<file path="src/rtl/uart_rx_engine.sv">
// UART receiver: pad synchroniser, 3-sample majority vote per bit, frame FSM with
// parity/framing/break detection and a single-word valid/ready holding register.
module uart_rx_engine #(
    parameter int OVERSAMPLE    = 16,
    parameter int MAX_DATA_BITS = 9,
    parameter int SYNC_STAGES   = 2
) (
    input  logic                     pclk,
    input  logic                     preset,
    input  logic                     rx_en,
    input  logic                     uartn_rxd,
    input  logic                     baud_tick,
    input  logic [3:0]               cfg_data_bits,
    input  logic                     cfg_parity_en,
    input  logic                     cfg_parity_odd,
    input  logic                     cfg_stop2,
    output logic [MAX_DATA_BITS-1:0] rx_data,
    output logic                     rx_valid,
    input  logic                     rx_ready,
    output logic                     rx_parity_err,
    output logic                     rx_frame_err,
    output logic                     rx_break,
    output logic                     rx_overrun,
    output logic                     rx_busy
);

    localparam int TW = $clog2(OVERSAMPLE);

    localparam logic [2:0] S_IDLE    = 3'd0;
    localparam logic [2:0] S_START   = 3'd1;
    localparam logic [2:0] S_DATA    = 3'd2;
    localparam logic [2:0] S_PARITY  = 3'd3;
    localparam logic [2:0] S_STOP    = 3'd4;
    localparam logic [2:0] S_BRKWAIT = 3'd5;

    localparam logic [TW-1:0] TICK_S0   = TW'(OVERSAMPLE / 2 - 1);
    localparam logic [TW-1:0] TICK_S1   = TW'(OVERSAMPLE / 2);
    localparam logic [TW-1:0] TICK_VOTE = TW'(OVERSAMPLE / 2 + 1);
    localparam logic [TW-1:0] TICK_LAST = TW'(OVERSAMPLE - 1);

    logic [SYNC_STAGES-1:0]   sync_reg;
    logic                     rxd_s;
    logic [2:0]               state_reg, state_next;
    logic [TW-1:0]            tick_cnt_reg, tick_cnt_next;
    logic [3:0]               bit_cnt_reg, bit_cnt_next;
    logic [1:0]               samp_reg;
    logic [MAX_DATA_BITS-1:0] data_reg, data_next;
    logic                     perr_reg, ferr_reg, any_one_reg;
    logic [3:0]               nbits_reg, nbits_clamped;
    logic                     par_en_reg, par_odd_reg, stop2_reg;
    logic [MAX_DATA_BITS-1:0] rx_data_reg;
    logic                     rx_valid_reg, rx_parity_err_reg, rx_frame_err_reg;
    logic                     rx_break_reg, rx_overrun_reg;

    logic vote, tick_vote, tick_end, start_detect, frame_done, done_ferr, done_brk, par_exp;

    assign rxd_s        = sync_reg[SYNC_STAGES-1];
    assign vote         = (samp_reg[0] & samp_reg[1]) | (samp_reg[0] & rxd_s) | (samp_reg[1] & rxd_s);
    assign tick_vote    = baud_tick && (tick_cnt_reg == TICK_VOTE);
    assign tick_end     = baud_tick && (tick_cnt_reg == TICK_LAST);
    assign start_detect = rx_en && (state_reg == S_IDLE) && !rxd_s;
    assign par_exp      = (^data_reg) ^ par_odd_reg;

    // The frame completes on the vote of the last stop bit, not at the end of that bit.
    assign frame_done = rx_en && (state_reg == S_STOP) && tick_vote && (!stop2_reg || bit_cnt_reg[0]);
    assign done_ferr  = ferr_reg | ~vote;
    assign done_brk   = ~(any_one_reg | vote);

    always_comb begin
        nbits_clamped = cfg_data_bits;
        if (cfg_data_bits < 4'd5)
            nbits_clamped = 4'd5;
        else if (cfg_data_bits > 4'(MAX_DATA_BITS))
            nbits_clamped = 4'(MAX_DATA_BITS);
    end

    genvar gi;
    generate
        for (gi = 0; gi < MAX_DATA_BITS; gi++) begin : g_data
            assign data_next[gi] = (bit_cnt_reg == 4'(gi)) ? vote : data_reg[gi];
        end
    endgenerate

    always_comb begin
        state_next    = state_reg;
        bit_cnt_next  = bit_cnt_reg;
        tick_cnt_next = tick_cnt_reg;
        if (state_reg != S_IDLE && baud_tick)
            tick_cnt_next = (tick_cnt_reg == TICK_LAST) ? '0 : tick_cnt_reg + TW'(1);
        if (!rx_en) begin
            state_next = S_IDLE;
        end else begin
            case (state_reg)
                S_IDLE: begin
                    if (!rxd_s) begin
                        state_next    = S_START;
                        tick_cnt_next = '0;
                    end
                end
                S_START: begin
                    if (tick_vote && vote) begin
                        state_next = S_IDLE;
                    end else if (tick_end) begin
                        state_next   = S_DATA;
                        bit_cnt_next = 4'd0;
                    end
                end
                S_DATA: begin
                    if (tick_end) begin
                        if (bit_cnt_reg == nbits_reg - 4'd1) begin
                            bit_cnt_next = 4'd0;
                            state_next   = par_en_reg ? S_PARITY : S_STOP;
                        end else begin
                            bit_cnt_next = bit_cnt_reg + 4'd1;
                        end
                    end
                end
                S_PARITY: begin
                    if (tick_end)
                        state_next = S_STOP;
                end
                S_STOP: begin
                    if (frame_done)
                        state_next = done_brk ? S_BRKWAIT : S_IDLE;
                    else if (tick_end)
                        bit_cnt_next = 4'd1;
                end
                S_BRKWAIT: begin
                    if (rxd_s)
                        state_next = S_IDLE;
                end
                default: state_next = S_IDLE;
            endcase
        end
    end

    always_ff @(posedge pclk) begin
        if (preset) begin
            sync_reg          <= '1;
            state_reg         <= S_IDLE;
            tick_cnt_reg      <= '0;
            bit_cnt_reg       <= '0;
            samp_reg          <= '0;
            data_reg          <= '0;
            perr_reg          <= 1'b0;
            ferr_reg          <= 1'b0;
            any_one_reg       <= 1'b0;
            nbits_reg         <= 4'd5;
            par_en_reg        <= 1'b0;
            par_odd_reg       <= 1'b0;
            stop2_reg         <= 1'b0;
            rx_data_reg       <= '0;
            rx_valid_reg      <= 1'b0;
            rx_parity_err_reg <= 1'b0;
            rx_frame_err_reg  <= 1'b0;
            rx_break_reg      <= 1'b0;
            rx_overrun_reg    <= 1'b0;
        end else begin
            sync_reg       <= {sync_reg[SYNC_STAGES-2:0], uartn_rxd};
            state_reg      <= state_next;
            tick_cnt_reg   <= tick_cnt_next;
            bit_cnt_reg    <= bit_cnt_next;
            rx_overrun_reg <= 1'b0;

            if (start_detect) begin
                nbits_reg   <= nbits_clamped;
                par_en_reg  <= cfg_parity_en;
                par_odd_reg <= cfg_parity_odd;
                stop2_reg   <= cfg_stop2;
                data_reg    <= '0;
                perr_reg    <= 1'b0;
                ferr_reg    <= 1'b0;
                any_one_reg <= 1'b0;
            end

            if (baud_tick && tick_cnt_reg == TICK_S0)
                samp_reg[0] <= rxd_s;
            if (baud_tick && tick_cnt_reg == TICK_S1)
                samp_reg[1] <= rxd_s;

            if (tick_vote) begin
                case (state_reg)
                    S_DATA: begin
                        data_reg    <= data_next;
                        any_one_reg <= any_one_reg | vote;
                    end
                    S_PARITY: begin
                        perr_reg    <= (vote != par_exp);
                        any_one_reg <= any_one_reg | vote;
                    end
                    S_STOP: begin
                        ferr_reg    <= done_ferr;
                        any_one_reg <= any_one_reg | vote;
                    end
                    default: ;
                endcase
            end

            // A completion that coincides with an accept replaces the held word seamlessly.
            if (frame_done) begin
                if (!rx_valid_reg || rx_ready) begin
                    rx_data_reg       <= data_reg;
                    rx_parity_err_reg <= perr_reg;
                    rx_frame_err_reg  <= done_ferr;
                    rx_break_reg      <= done_brk;
                    rx_valid_reg      <= 1'b1;
                end else begin
                    rx_overrun_reg <= 1'b1;
                end
            end else if (rx_valid_reg && rx_ready) begin
                rx_valid_reg <= 1'b0;
            end
        end
    end

    assign rx_data       = rx_data_reg;
    assign rx_valid      = rx_valid_reg;
    assign rx_parity_err = rx_parity_err_reg;
    assign rx_frame_err  = rx_frame_err_reg;
    assign rx_break      = rx_break_reg;
    assign rx_overrun    = rx_overrun_reg;
    assign rx_busy       = (state_reg != S_IDLE);

endmodule

</file>
<file path="config.mk">
export PLATFORM = sky130hd
export DESIGN_NAME = uart_rx_engine
export DESIGN_NICKNAME = d
export VERILOG_FILES = /design/src/rtl/uart_rx_engine.sv
export SDC_FILE = /design/constraint.sdc
export NUM_CORES = 1
export LEC_CHECK = 0
export BUFFER_PORTS_ARGS = -buffer_cell sky130_fd_sc_hd__buf_2
export CORE_MARGIN = 4
export CORE_UTILIZATION = 45
export DETAILED_ROUTE_END_ITERATION = 6
export PLACE_DENSITY = 0.66
export SYNTH_ARGS = -nofsm -noshare
export SYNTH_HDL_FRONTEND = slang
export SYNTH_SLANG_ARGS = --single-unit
</file>
<file path="constraint.sdc">
create_clock -name pclk -period 1.95 [get_ports pclk]
set_clock_uncertainty 0.1 [all_clocks]
set_input_delay 0.39 -clock pclk [delete_from_list [all_inputs] [get_ports pclk]]
set_output_delay 0.39 -clock pclk [all_outputs]
set_load 0.05 [all_outputs]
</file>
**Word-level counts from Yosys, hierarchy flattened**

Cells that the tools add are included.
W data, S select, Z words.

- Magnitude comparators: 2
- Equal/unequal tests: 40
- $add $sub $neg: 3
- Reductions and logical operators: 30
- Bitwise gates (word level): 12
- Mux-type cells: 50

Operators by type and width:

| kind | number |
|---|---|
| $mux W4 | 13 |
| $mux W3 | 10 |
| $ne A3 B3 Y1 const B | 10 |
| $mux W9 | 3 |
| $mux W1 | 22 |
| $eq A4 B3 Y1 const B | 5 |
| $ne A2 B2 Y1 const B | 10 |
| $pmux W3 S6 | 1 |
| $eq A4 B4 Y1 const B | 4 |
| $reduce_and A7 Y1 | 2 |
| $logic_and A1 B1 Y1 | 12 |
| $pmux W4 S3 | 1 |
| $reduce_xor A9 Y1 | 1 |
| $add A4 B1 Y4 const B | 2 |
| $eq A4 B2 Y1 const B | 2 |
| $eq A3 B2 Y1 const B | 2 |
| $eq A3 B3 Y1 const B | 2 |
| $reduce_bool A3 Y1 | 2 |
| $eq A4 B1 Y1 const B | 1 |
| $eq A4 B4 Y1 | 1 |
| $gt A4 B4 Y1 const B | 1 |
| $logic_not A4 Y1 | 1 |
| $lt A4 B3 Y1 const B | 1 |
| $not A1 Y1 | 4 |
| 14 further kinds | 24 |

- Word-level logic and storage cells: 165
- Bits of input ports: 13
- Bits in registers: 48

**Depth between registers and ports, before layout**

- Word-level depth: 7
- Depth in mapped cells: 8
- Mapped depth without buffers: 7

**Worst setup path before layout**

No wires, ideal clock.

- Path kind: reg2reg
- Start: reg state_reg[2]
- End: reg data_reg[4]
- Buffers on the path: 3
- Data arrival time: 1.948 ns
- Cell stages (with the launch flop): 9
- Period minus slack after synthesis: 2.164 ns
- Path slack: -0.214 ns
- Path through: dfxtp_1 > buf_6 > or3_4 > buf_6 > or3_4 > and3b_1 > buf_6 > a21o_1 > a22o_1

- Cells in the longest elaborated chain, start to end: 6
- Elaborated cells between the ends (all ways): 8

Ends and longest elaborated chain:

| what | line | text |
|---|---|---|
| from (decl) | 43 | `logic [2:0] state_reg, state_next;` |
| from (signal assigned) | 160 | `state_reg <= state_next;` |
| $logic_not A3 Y1 | 61 | `assign start_detect = rx_en && (state_reg == S_IDLE) && !rxd_s;` |
| $logic_and A1 B1 Y1 (2 in series) | 61 |  |
| $mux W9 | 165 | `if (start_detect) begin` |
| $mux W9 | 182 | `case (state_reg)` |
| $mux W9 | 181 | `if (tick_vote) begin` |
| to (signal assigned) | 184 | `data_reg <= data_next;` |
| to (decl) | 47 | `logic [MAX_DATA_BITS-1:0] data_reg, data_next;` |

Several ways; a longest one is shown, not always the timed one.
A chain may end at the register's enable or synchronous reset.

**Worst setup path in the final report**

- Start: reg tick_cnt_reg[1]
- End: reg data_reg[4]

- Cells in the longest elaborated chain, start to end: 3
- Elaborated cells between the ends (all ways): 4

Ends and longest elaborated chain:

| what | line | text |
|---|---|---|
| from (decl) | 44 | `logic [TW-1:0] tick_cnt_reg, tick_cnt_next;` |
| from (signal assigned) | 161 | `tick_cnt_reg <= tick_cnt_next;` |
| $eq A4 B4 Y1 * | 59 | `assign tick_vote = baud_tick && (tick_cnt_reg == TICK_VOTE);` |
| $logic_and A1 B1 Y1 * | 59 |  |
| $ne A3 B3 Y1 (no line) or $mux W9 (tied branches) | -- |  |

Mark *: on every way between the ends. The rest lies on a longest branch, timed or not.

==> results.toml <==
[power]
power.switching_uw = 431
ir_drop_mv = 0.394
pwr-share-seq_pct = 53.4
power.share.clock_pct = 40.3
pwr-share-comb_pct = 6.3
switching_share_pct = 23.2
p_per_area_nw_per_um2 = 591
p_leak_nw = 1.27
internal-power_mw = 1.43

[grt]
grtUsageMet2_pct = 28.4
antenna_found_initial = 0
grtUsageMet3_pct = 4.12
grt.busiest_layer = "met2"
grt_overflow_total = 0
grt.total_usage_pct = 17.3
grt_max_degree = 17
use_met1_pct = 23.1
grt_pass1_vias = 1953
grt_pass1_wl_um = 9220

[floorplanning]
num_rows = 26
ios = 28
die_area_um2 = 6760
die_h_um = 82.2
die-width_um = 82.2
core_um2 = 5200
initial_core_util_pct = 47.6

[critical_path]
worstPathMaxFanout = 8
critPathArrivalTime_ps = 2110
r2r_slack_ps = -50
worstPathRequired_ps = 2060
cp-start-kind = "flop"
r2r-start = "tick_cnt_reg[1]$_SDFF_PP0_"
reg2reg_to = "data_reg[4]$_SDFFE_PP0P_"
path_class = "reg2reg"
critPathCaptureType = "flop"
rr_worst_depth = 7

[cts]
cts.path.max_buffers = 2
clkLatencyLatePin_ps = 310
cts_made_buffers = 5
htree_levels = 2
cts.sinks = 48
cts_tree = "yes"
path_clk_slew_ps = 90
hold_buffers = 0
clockRootBuffer = "clkbuf_8"

[finish]
drive_gt1_share_pct = 32.1
insertedDiodeCount = 0
area_delta_synth_final_pct = 26.8
instances_no_fill = 406
layout.nets = 356

[sta]
finalSetupViolations = 9
maxSlewHeadroom_pct = 76.1
period_share_pct = 103
tightest_slew_ps = 358
timing.fmax_mhz = 499
rsz0062_at_grt = "true"
min_period_ps = 2000
fin_ws_ps = -52.4
finalHoldViolations = 0
finalMaxSlewViolations = 0
setup_tns_ps = -284

[route]
first_pass_iters = 4
drt-initial-drc-count = 119
num_vias = 2134
vias_per_cell = 5.26
wl_per_cell_um = 13.8
ant_nets = 0
drt-total-wl_um = 5610
drc = 0

[yosys]
syn-num-nets = 300
yosysWarnings = 0
synthArstFlopShare_pct = 0
synth_seq_cells = 48
syn_inst = 279
syn_area_um2 = 2480
synth_enable_flop_cells = 0
synthTopCellsByArea = "dfxtp_1 39%, mux2i_1 6.5%, xnor2_1 4.9%, nor2_1 4.1%, ha_1 4.0%"
ys_seq_area_share_pct = 38.8
synth_top_area_share_pct = 38.8
yosys.area.top_type = "dfxtp_1"
dominantRegCellSynth = "dfxtp_1"
synth_cell_type_count = 48
synth_area_per_cell_um2 = 8.88

[hold_path]
hold_end = "sync_reg[0]$_SDFF_PP1_"
hold_class = "in2reg"
min-delay-start = "uartn_rxd"
hold_depth = 2

[place]
io_buffers = 27
gp_congestion = 0.855
dp_cells = 393
hpwl_um = 4090
pre_cts_slack_ps = -91.9

[job]
drv_cap = 0

[outcome]
status = "finished with violations"
violations = "negative setup slack"
==> per-stage QoR <==
stage | hold slack (ps) | cell area [um^2] | power [mW] | util, %
floorplan | 289 | 2490 | 1.09 | -
global placement | 292 | 2870 | 1.12 | 55.2
detailed placement | 294 | 2870 | 1.12 | 55.2
CTS | 166 | 3050 | 1.86 | 58.7
global route | 161 | 3140 | 1.93 | 60.4
finish | 166 | 3140 | 1.86 | 60.4
==> cell usage after synthesis, drive strengths merged (2+ instances only) <==
| library cell | instances |
|---|---|
| dfxtp | 48 |
| nor2 | 28 |
| nand2 | 26 |
| mux2i | 16 |
| xnor2 | 14 |
| a21oi | 13 |
| clkbuf | 10 |
| inv | 10 |
| nand3 | 10 |
| nor3 | 10 |
| a21o | 8 |
| a22o | 8 |
| ha | 8 |
| buf | 7 |
| nand2b | 6 |
| or3 | 6 |
| nor2b | 5 |
| o21ai | 5 |
| nand4b | 4 |
| o311ai | 4 |
| xor2 | 4 |
| and3 | 3 |
| a22oi | 2 |
| a311oi | 2 |
| nor3b | 2 |
| o211ai | 2 |
| o31ai | 2 |
| o32ai | 2 |
| or2 | 2 |
==> routing by layer <==
metal,routed length [um],share of wire [%]
met5,0,0
met4,36,0.64
met3,276,4.9
met2,2580,46
met1,2720,48
==> power by group through the flow <==
| stage | Sequential, mW | Clock (mW) | Combinational, mW |
|---|---|---|---|
| 6_report | 0.992 | 0.748 | 0.117 |
| 5_1_grt | 0.993 | 0.809 | 0.129 |
| 3_3_place_gp | 1.01 | 0 | 0.108 |
| 2_1_floorplan | 1.01 | 0 | 0.0736 |
| 4_1_cts | 0.991 | 0.762 | 0.112 |
| 3_5_place_dp | 1.01 | 0 | 0.109 |
==> logic make-up after synthesis <==
logic type	count (synthesis)	synth area share (%)
adders and majority gates	9	4.44
AOI/OAI and AO/OA	53	15.6
muxes	16	6.46
xor gates and xnor gates	18	6.36
buffers and inverters	27	5.45
and+or+nand+nor	108	22.9
DFF	48	38.8
==> cell usage in the layout (no fill, tap or decap), types with 4 or more instances in the layout <==
| cell | count |
|---|---|
| dfxtp_2 | 4 |
| nand2_1 | 25 |
| inv_1 | 7 |
| xor2_1 | 4 |
| nand3_1 | 9 |
| a21o_1 | 8 |
| xnor2_1 | 13 |
| a22o_1 | 8 |
| clkbuf_8 | 5 |
| nand2b_1 | 6 |
| o21ai_0 | 5 |
| ha_1 | 6 |
| nor2_1 | 27 |
| buf_2 | 27 |
| nor2b_1 | 5 |
| a21oi_1 | 12 |
| dfxtp_1 | 44 |
| nor3_1 | 8 |
| nand4b_1 | 4 |
| buf_4 | 37 |
| mux2i_1 | 16 |
==> area by class of cell <==
| type | count | area, um^2 |
|---|---|---|
| fill | 463 | 2060 |
| sequential | 48 | 966 |
| inverter | 10 | 37.5 |
| timing repair buffer | 66 | 444 |
| multi-input combinational | 204 | 1490 |
| tap | 70 | 87.6 |
| clock inverter | 3 | 46.3 |
| clock buffer | 5 | 68.8 |
==> worst max path at each step <==
stage          slack [ps]                  startpoint                          end  depth (start not counted)
2_1_floorplan        -190   state_reg[0]$_SDFFE_PP0P_     data_reg[4]$_SDFFE_PP0P_                          8
3_3_place_gp            2                   baud_tick     data_reg[2]$_SDFFE_PP0P_                          6
3_5_place_dp          -90  tick_cnt_reg[1]$_SDFF_PP0_    state_reg[1]$_SDFFE_PP0P_                          7
4_1_cts               -20  tick_cnt_reg[1]$_SDFF_PP0_     data_reg[4]$_SDFFE_PP0P_                          7
5_1_grt              -120   nbits_reg[0]$_SDFFE_PP1P_  bit_cnt_reg[2]$_SDFFE_PP0P_                          7
6_report              -50  tick_cnt_reg[1]$_SDFF_PP0_     data_reg[4]$_SDFFE_PP0P_                          7
==> what timing repair did <==
item / CTS / global route
gates resized for setup: 14 / 18
pin swaps: 8 / 10
endpoints found under the setup margin: 12 / 20
setup buffers: 3 / 2
endpoints found under the hold margin: 0 / 0
==> critical path: stages, from the launching register on <==
cell      delay (ps)
dfxtp_2          330
inv_2             70
ha_4             130
nand4b_1         200
or3_1            440
and3b_2          280
a21o_1           170
a22o_1           190
Power figures use the tool's default switching activity.
